==> config.mk <==
export PLATFORM = sky130hd
export DESIGN_NAME = output_deskew_fifo
export DESIGN_NICKNAME = d
export VERILOG_FILES = /design/src/rtl/sa_pkg.sv /design/src/rtl/inverse_triangle_shifter_array.sv /design/src/rtl/sa_shift_cell.sv /design/src/rtl/output_deskew_fifo.sv
export SDC_FILE = /design/constraint.sdc
export NUM_CORES = 1
export LEC_CHECK = 0
export CORE_MARGIN = 1
export CORE_UTILIZATION = 65
export DETAILED_ROUTE_END_ITERATION = 10
export PLACE_DENSITY = 0.85
export SYNTH_ARGS = -nofsm -noshare
export SYNTH_HDL_FRONTEND = slang
export SYNTH_SLANG_ARGS = --single-unit
==> constraint.sdc <==
create_clock -name clk -period 6.4 [get_ports clk]
set_clock_uncertainty 0.1 [all_clocks]
set_input_delay 1.28 -clock clk [delete_from_list [all_inputs] [get_ports clk]]
set_output_delay 1.28 -clock clk [all_outputs]
set_load 0.02 [all_outputs]
==> src/rtl/sa_pkg.sv <==
// Constants and lane-slice helpers shared by the systolic array edge logic (input skew and output deskew).
// Lane i of a row word sits at [lane_msb(i) -: DATA_WIDTH].
package sa_pkg;

  localparam int N          = 4;
  localparam int DATA_WIDTH = 16;
  localparam int ROW_W      = N * DATA_WIDTH;
  localparam int FIFO_DEPTH = 8;
  localparam int TILE_ROWS  = 4;

  function automatic int lane_msb(input int i);
    return DATA_WIDTH * (i + 1) - 1;
  endfunction

  function automatic logic [DATA_WIDTH-1:0] lane_get(input logic [ROW_W-1:0] row, input int i);
    return row[lane_msb(i) -: DATA_WIDTH];
  endfunction

endpackage

==> src/rtl/inverse_triangle_shifter_array.sv <==
// Inverse-triangle deskew: lane i is held N-1-i enabled cycles, the row-start valid N-1 cycles.
module inverse_triangle_shifter_array
  import sa_pkg::*;
(
  input  logic             clk_i,
  input  logic             rst_i,
  input  logic             en_i,
  input  logic             vld_i,
  input  logic [ROW_W-1:0] dat_i,
  output logic             vld_o,
  output logic [ROW_W-1:0] dat_o
);

  for (genvar i = 0; i < N; i++) begin : g_lane
    if (i == N - 1) begin : g_pass
      // Last lane arrives already aligned with the delayed valid
      assign dat_o[lane_msb(i) -: DATA_WIDTH] = dat_i[lane_msb(i) -: DATA_WIDTH];
    end else begin : g_dly
      sa_shift_cell #(
        .WIDTH  (DATA_WIDTH),
        .STAGES (N - 1 - i)
      ) u_cell (
        .clk_i (clk_i),
        .rst_i (rst_i),
        .en_i  (en_i),
        .d_i   (dat_i[lane_msb(i) -: DATA_WIDTH]),
        .q_o   (dat_o[lane_msb(i) -: DATA_WIDTH])
      );
    end
  end

  sa_shift_cell #(
    .WIDTH  (1),
    .STAGES (N - 1)
  ) u_vld (
    .clk_i (clk_i),
    .rst_i (rst_i),
    .en_i  (en_i),
    .d_i   (vld_i),
    .q_o   (vld_o)
  );

endmodule

==> src/rtl/sa_shift_cell.sv <==
// Enable-gated shift register of STAGES stages (STAGES >= 1); all stages hold while en_i is low.
module sa_shift_cell #(
  parameter int WIDTH  = 1,
  parameter int STAGES = 1
) (
  input  logic             clk_i,
  input  logic             rst_i,
  input  logic             en_i,
  input  logic [WIDTH-1:0] d_i,
  output logic [WIDTH-1:0] q_o
);

  logic [WIDTH-1:0] stage_q [STAGES];
  logic [WIDTH-1:0] stage_d [STAGES];

  always_comb begin
    stage_d[0] = d_i;
    for (int s = 1; s < STAGES; s++) begin
      stage_d[s] = stage_q[s-1];
    end
  end

  always_ff @(posedge clk_i) begin
    if (rst_i) begin
      for (int s = 0; s < STAGES; s++) begin
        stage_q[s] <= '0;
      end
    end else if (en_i) begin
      for (int s = 0; s < STAGES; s++) begin
        stage_q[s] <= stage_d[s];
      end
    end
  end

  assign q_o = stage_q[STAGES-1];

endmodule

==> src/rtl/output_deskew_fifo.sv <==
// Re-aligns skewed PE-array lanes and buffers aligned rows in a FIFO for a valid/ready consumer.
// Define OUTPUT_LAST_EN to tag the last row of each TILE_ROWS-row tile on out_last.
module output_deskew_fifo
  import sa_pkg::*;
(
  input  logic             clk,
  input  logic             rst,
  input  logic             enable,
  input  logic             in_valid,
  input  logic [ROW_W-1:0] in_data,
  output logic             out_valid,
  input  logic             out_ready,
  output logic [ROW_W-1:0] out_data,
  output logic             out_last,
  output logic             almost_full,
  output logic             overflow
);

  localparam int PTR_W = $clog2(FIFO_DEPTH);
  localparam int CNT_W = $clog2(FIFO_DEPTH + 1);

  logic             dsk_vld;
  logic [ROW_W-1:0] dsk_dat;

  inverse_triangle_shifter_array u_deskew (
    .clk_i (clk),
    .rst_i (rst),
    .en_i  (enable),
    .vld_i (in_valid),
    .dat_i (in_data),
    .vld_o (dsk_vld),
    .dat_o (dsk_dat)
  );

  logic [ROW_W-1:0] mem_q [FIFO_DEPTH];
  logic [PTR_W-1:0] wr_ptr_q, wr_ptr_d;
  logic [PTR_W-1:0] rd_ptr_q, rd_ptr_d;
  logic [CNT_W-1:0] count_q, count_d;
  logic             overflow_q, overflow_d;
  logic             push_req, push, pop, full;

  always_comb begin
    full     = (count_q == CNT_W'(FIFO_DEPTH));
    pop      = out_valid & out_ready;
    push_req = enable & dsk_vld;
    // A full FIFO still takes the row when the head leaves on the same edge
    push     = push_req & (~full | pop);
    wr_ptr_d = wr_ptr_q + PTR_W'(push);
    rd_ptr_d = rd_ptr_q + PTR_W'(pop);
    count_d  = count_q;
    if (push && !pop) begin
      count_d = count_q + CNT_W'(1);
    end else if (pop && !push) begin
      count_d = count_q - CNT_W'(1);
    end
    overflow_d = overflow_q | (push_req & full & ~pop);
  end

  always_ff @(posedge clk) begin
    if (rst) begin
      wr_ptr_q   <= '0;
      rd_ptr_q   <= '0;
      count_q    <= '0;
      overflow_q <= 1'b0;
      for (int e = 0; e < FIFO_DEPTH; e++) begin
        mem_q[e] <= '0;
      end
    end else begin
      wr_ptr_q   <= wr_ptr_d;
      rd_ptr_q   <= rd_ptr_d;
      count_q    <= count_d;
      overflow_q <= overflow_d;
      if (push) begin
        mem_q[wr_ptr_q] <= dsk_dat;
      end
    end
  end

  assign out_valid   = (count_q != '0);
  assign out_data    = mem_q[rd_ptr_q];
  assign almost_full = (count_q >= CNT_W'(FIFO_DEPTH - N));
  assign overflow    = overflow_q;

`ifdef OUTPUT_LAST_EN
  localparam int TILE_W = (TILE_ROWS > 1) ? $clog2(TILE_ROWS) : 1;

  logic [TILE_W-1:0]     tile_q, tile_d;
  logic [FIFO_DEPTH-1:0] last_q;
  logic                  tile_end;

  // Dropped rows never reach push, so they do not advance the tile position
  always_comb begin
    tile_end = (tile_q == TILE_W'(TILE_ROWS - 1));
    tile_d   = tile_q;
    if (push) begin
      tile_d = tile_end ? '0 : tile_q + TILE_W'(1);
    end
  end

  always_ff @(posedge clk) begin
    if (rst) begin
      tile_q <= '0;
      last_q <= '0;
    end else begin
      tile_q <= tile_d;
      if (push) begin
        last_q[wr_ptr_q] <= tile_end;
      end
    end
  end

  assign out_last = out_valid & last_q[rd_ptr_q];
`else
  assign out_last = 1'b0;
`endif

endmodule

; ---- After elaboration in Yosys (flattened, before gate mapping)
; Memory sizes are Yosys's and may differ from the RTL's. A register that Yosys moved wholly into a read port is not among the register bits.
; Index checks and enable logic that the tools add are counted.
[word_totals]
inputBits = 69
latch_bits = 0
ramBits = 611
n_memories = 5
output_inout_bits = 68
mem_bits_ro = 0
word_cells = 64
ff_bits = 11
[mem_list]
columns = memory, depth, width, read_ports, rd_ports_with_merged_regs, wr, line
row1 = mem_q, 8, 64, 1, 1, 8, output_deskew_fifo.sv:35  ; logic [ROW_W-1:0] mem_q [FIFO_DEPTH];
row2 = u_deskew.g_lane[0].g_dly.u_cell.stage_q, 3, 16, 3, 0, 3, sa_shift_cell.sv:13  ; logic [WIDTH-1:0] stage_q [STAGES];
row3 = u_deskew.g_lane[1].g_dly.u_cell.stage_q, 2, 16, 2, 0, 2, sa_shift_cell.sv:13
row4 = u_deskew.g_lane[2].g_dly.u_cell.stage_q, 1, 16, 1, 0, 1, sa_shift_cell.sv:13
row5 = u_deskew.u_vld.stage_q, 3, 1, 3, 0, 3, sa_shift_cell.sv:13
[op_classes]
n_shift = 0
n_bitwise = 17
div_mod_pow = 0
muxes = 24
n_eq_ne = 1
n_mul = 0
order_cmp = 1
reduce_logical = 8
addsub = 4
[op_table]
columns = operator, count
row1 = $mux 16, 6
row2 = $mux 64, 1
row3 = $reduce_or 64->1, 1
row4 = $reduce_or 16->1, 1
row5 = $mux 1, 13
row6 = $or 1x1->1, 10
row7 = $mux 4, 2
row8 = $add 3x1->3, 2
row9 = $mux 3, 2
row10 = $and 1x1->1, 5
row11 = $add 4x1->4 const B, 1
row12 = $eq 4x4->1 const B, 1
row13 = $ge 4x3->1 const B, 1
row14 = $reduce_bool 4->1, 1
row15 = $sub 4x1->4 const B, 1
row16 = $logic_and 1x1->1, 2
row17 = $logic_not 1->1, 2
row18 = $not 1->1, 2
row19 = $reduce_bool 2->1, 1

; ---- Longest topological paths before layout
[logic_depth]
depth_word = 9
depth_mapped = 12
ltp_nobuf = 11

; ---- By module
; A second synthesis with hierarchy kept.
[unflattened]
hier_cells = 1694
hier_area_um2 = 26496.7
[by_module_without_submodules]
columns = mod, seq_area_each_um2, instances, area_per_inst_um2, cells_per_inst
row1 = output_deskew_fifo, 15595.0, 1, 22365.2, 1458
row2 = sa_shift_cell (u_deskew.g_lane[0].g_dly.u_cell), 1441.4, 1, 1929.4, 107
row3 = sa_shift_cell (u_deskew.g_lane[1].g_dly.u_cell), 960.9, 1, 1302.5, 71
row4 = sa_shift_cell (u_deskew.g_lane[2].g_dly.u_cell), 480.5, 1, 656.9, 35
row5 = sa_shift_cell (u_deskew.u_vld), 90.1, 1, 122.6, 7
row6 = inverse_triangle_shifter_array, 0.0, 1, 120.1, 16

; ---- Worst setup path after synthesis
; Ideal clock, no wire load.
[synth_timing]
path_kind = input port to flip-flop
startpoint = in enable
endpoint = mem mem_q[2][0] in the netlist's numbering (enable)
t_required_ns = 5.879
slack_ns = 2.599
n_path_buf = 1
setup_time_ns = 0.421
path_stages = 4
arrival_time_ns = 3.280
cell_sequence = and2_1 > clkbuf_1 > nor3b_1 > a21o_1
[synth_rtl]
columns = element, line
row1 = "start, declared", output_deskew_fifo.sv:8  ; input logic enable,
row2 = "end, declared", output_deskew_fifo.sv:35

==> impl_results.md <==
* Status: finished, final reports clean
* Fraction of layout cells with a size suffix above 1 at 16.8%
* Ys async rst share at 0%
* Leakage at 9.80 nW
* Post-synthesis sequential area ratio at 71.4%
* Core Box Area at 39100 sq um
* Unrepaired setup endpoints after global routing: false
* Seq cells post-synth at 622
* CP cell instances: buf_4, mux4_2, mux2_2, clkdlybuf4s50_1
* I/O Buffers at 135
* Slowest CP cell: dfxtp_4
* Final period util at 74.0%
* Yosys warnings at 0
* Hold Vio Cnt, Final at 0
* Hold-fix buffers at CTS at 0
* Largest net degree at the start of global routing at 100
* Critical Path AT at 3.35 ns
* Post-CTS sizing at 0
* Fin area at 29500 sq um
* DRC viols at 0
* Worst EP required at 5.02 ns
* # setup viols final at 0
* Synth Flop Type: edfxtp_1
* Peak supply drop at 238 uV
* Gr usage total at 30.0%
* Core Rows at 72
* Post-synthesis cell count at 1669
* Hpwl dp at 29.4 mm
* Clock Sinks at 622
* H-tree Lvls at 2
* Placer congestion estimate at 0.732
* CTS root buffer: clkbuf_16
* First-pass DRT Iterations at 7
* Grt ovf at 0
* FMAX at 211 MHz
* Final core utilization at 75.5%
* CTS tree: yes
* Io pins at 137
* Number of synthesized flops with an enable pin at 611
* Num CTS Buffers at 59
* Routed Antenna Nets at 0
* Global-route wire length before repair at 89.9 mm
* Die height at 202 um
* Crit path kind: register to primary output
* NumNets Final at 1849
* Skew-Pair Late Insertion Delay at 0.61 ns
* Total Power at 9.93 mW
* Vias at 14923
* WL/cell at 25.6 um
* DIE AREA at 40800 sq um
* Final Max Tran Viols at 0
* Min Tclk post-route at 4.73 ns
* CTS clock-pin slew for the worst setup and hold paths at 0.06 ns
* Synth-to-Final Area Change at 13.4%
* Largest buffer count on any clock path at 3
* Number of global-route vias before repair at 15538
* Postcts setup bufs at 0
* Mapped cell area at 26000 sq um
* Power Density at 337 nW/um^2
* Synth cell types at 31
* DR iter-0 viols at 1602
* Syn_area_per_cell at 15.6 sq um
* Launching element type of the critical path: register
* N_diodes at 0
* Total of max-cap violations at 0
* Syn Nets at 1746
* Initial antenna violation count at 0
* Chip Width at 202 um
* Hold WC Path Type: register to register
* Max incr delay on CP at 0.91 ns
* CP max FO at 53
* Post-DR vias/cell at 6.39
* Post-DP Area at 27800 sq um
* Slew @ Worst Pin at 1.18 ns
* CP Capture Type: primary output
* Setup TNS at 0 ns
* Routed Wire Length at 59.7 mm
* Initial core utilization at 66.5%
* Slew headroom at 21.6%
## layout make-up
cell class                      instances  area [sq um]
Clock buffer                           81          1600
Clock inverter                         26           148
Fill cell                            2208          9600
Inverter                                2          7.51
Multi-Input combinational cell        936          7010
Sequential cell                       622         18600
Tap cell                              518           648
Timing Repair Buffer                  151          1510
## power breakdown
group	total [mW]	switching (mW)	leakage, nW	internal, mW
registers	4.80	0.129	6.47	4.67
logic	1.91	0.945	2.48	0.967
clock network	3.23	1.45	0.848	1.78
total	9.93	2.52	9.80	7.41
## placed cells by master (no fill, tap or decap), types with 3 or more instances in the layout
cell and count:
mux2_2 65, edfxtp_1 611, ha_1 7, clkinvlp_4 3, a21o_4 6, clkinv_1 12, nor2_1 525, buf_4 13
and2_1 101, dfxtp_1 8, nor2b_1 8, buf_12 3, clkinv_2 10, xnor2_1 3, mux4_2 128, clkdlybuf4s50_1 135
nand3_4 6, clkbuf_16 61, a21oi_1 3, dfxtp_4 3, clkbuf_1 20, nand2_1 64
## metal layers
metal  vias to the layer above  share of wire (%)  routed length, um  global-route usage [%]
met2                       954                 51              30500                    51.0
met4                         0                3.9               2310                    13.1
met3                       165                9.7               5770                    4.29
met5                         -                  0                  0                       0
li1                       6284                  -                  -                       -
met1                      7520                 35              21100                    39.1
## worst max-delay path: cells and delay by family, from the launching register on
family                 cells  cell delay, ns
buffers and inverters      2            1.07
muxes                      2            0.71
DFF                        1            0.91
## cells by family (layout without fill, tap and decap cells)
family | after synthesis | count (layout) | synth area share, %
compound gates | 13 | 13 | 0.351
mux | 194 | 194 | 13.9
xor+xnor | 4 | 4 | 0.135
other cells | 1 | 1 | 0.0144
fa+ha+maj | 8 | 8 | 0.414
flops | 622 | 622 | 71.4
buf+inv | 111 | 260 | 2.25
simple gates | 716 | 716 | 11.5
## registers in the layout (all words and copies together), names as in the netlist
signal / cells
count_q: 4
wr_ptr_q: 3
overflow: 1
u_deskew.g_lane.g_dly.u_cell.stage_q: 96
mem_q: 512
u_deskew.u_vld.stage_q: 3
rd_ptr_q: 3
## cells in the mapped netlist, types with 3 or more instances
cell,number,area share [%]
ha_1,7,0.34
edfxtp_1,611,71
mux4_2,128,11
and2_1,102,2.5
nor2b_1,9,0.22
nand3_1,8,0.15
a21o_1,6,0.17
dfxtp_1,11,0.85
xnor2_1,3,0.10
mux2_2,65,2.8
buf_1,9,0.13
buf_6,11,0.48
a21oi_1,3,0.058
clkbuf_1,28,0.40
nor2_1,525,7.6
nand2_1,64,0.92
buf_4,4,0.12
buf_2,57,1.1
## path summary, 6_finish.rpt
kind,from,to,slack [ns],cells after the start
max,rd_ptr_q[1],out_data[43],1.67,4
min,u_deskew.g_lane[0].g_dly.u_cell.stage_q[0][17],u_deskew.g_lane[0].g_dly.u_cell.stage_q[0][33],0.41,1
max reg2reg,u_deskew.u_vld.stage_q[0][2],mem_q[6][46],3.16,4
min reg2reg,u_deskew.g_lane[0].g_dly.u_cell.stage_q[0][17],u_deskew.g_lane[0].g_dly.u_cell.stage_q[0][33],0.41,1
## through the flow
stage / cells / setup slack (ns) / hold WS, ns
3_5_place_dp: 2229 / 1.70 / 0.403
2_1_floorplan: 1669 / 2.60 / 0.397
5_1_grt: 2336 / 1.62 / 0.432
3_3_place_gp: 2229 / 1.82 / 0.398
6_report: 2336 / 1.67 / 0.413
4_1_cts: 2336 / 1.68 / 0.416
Power figures use the tool's default switching activity.
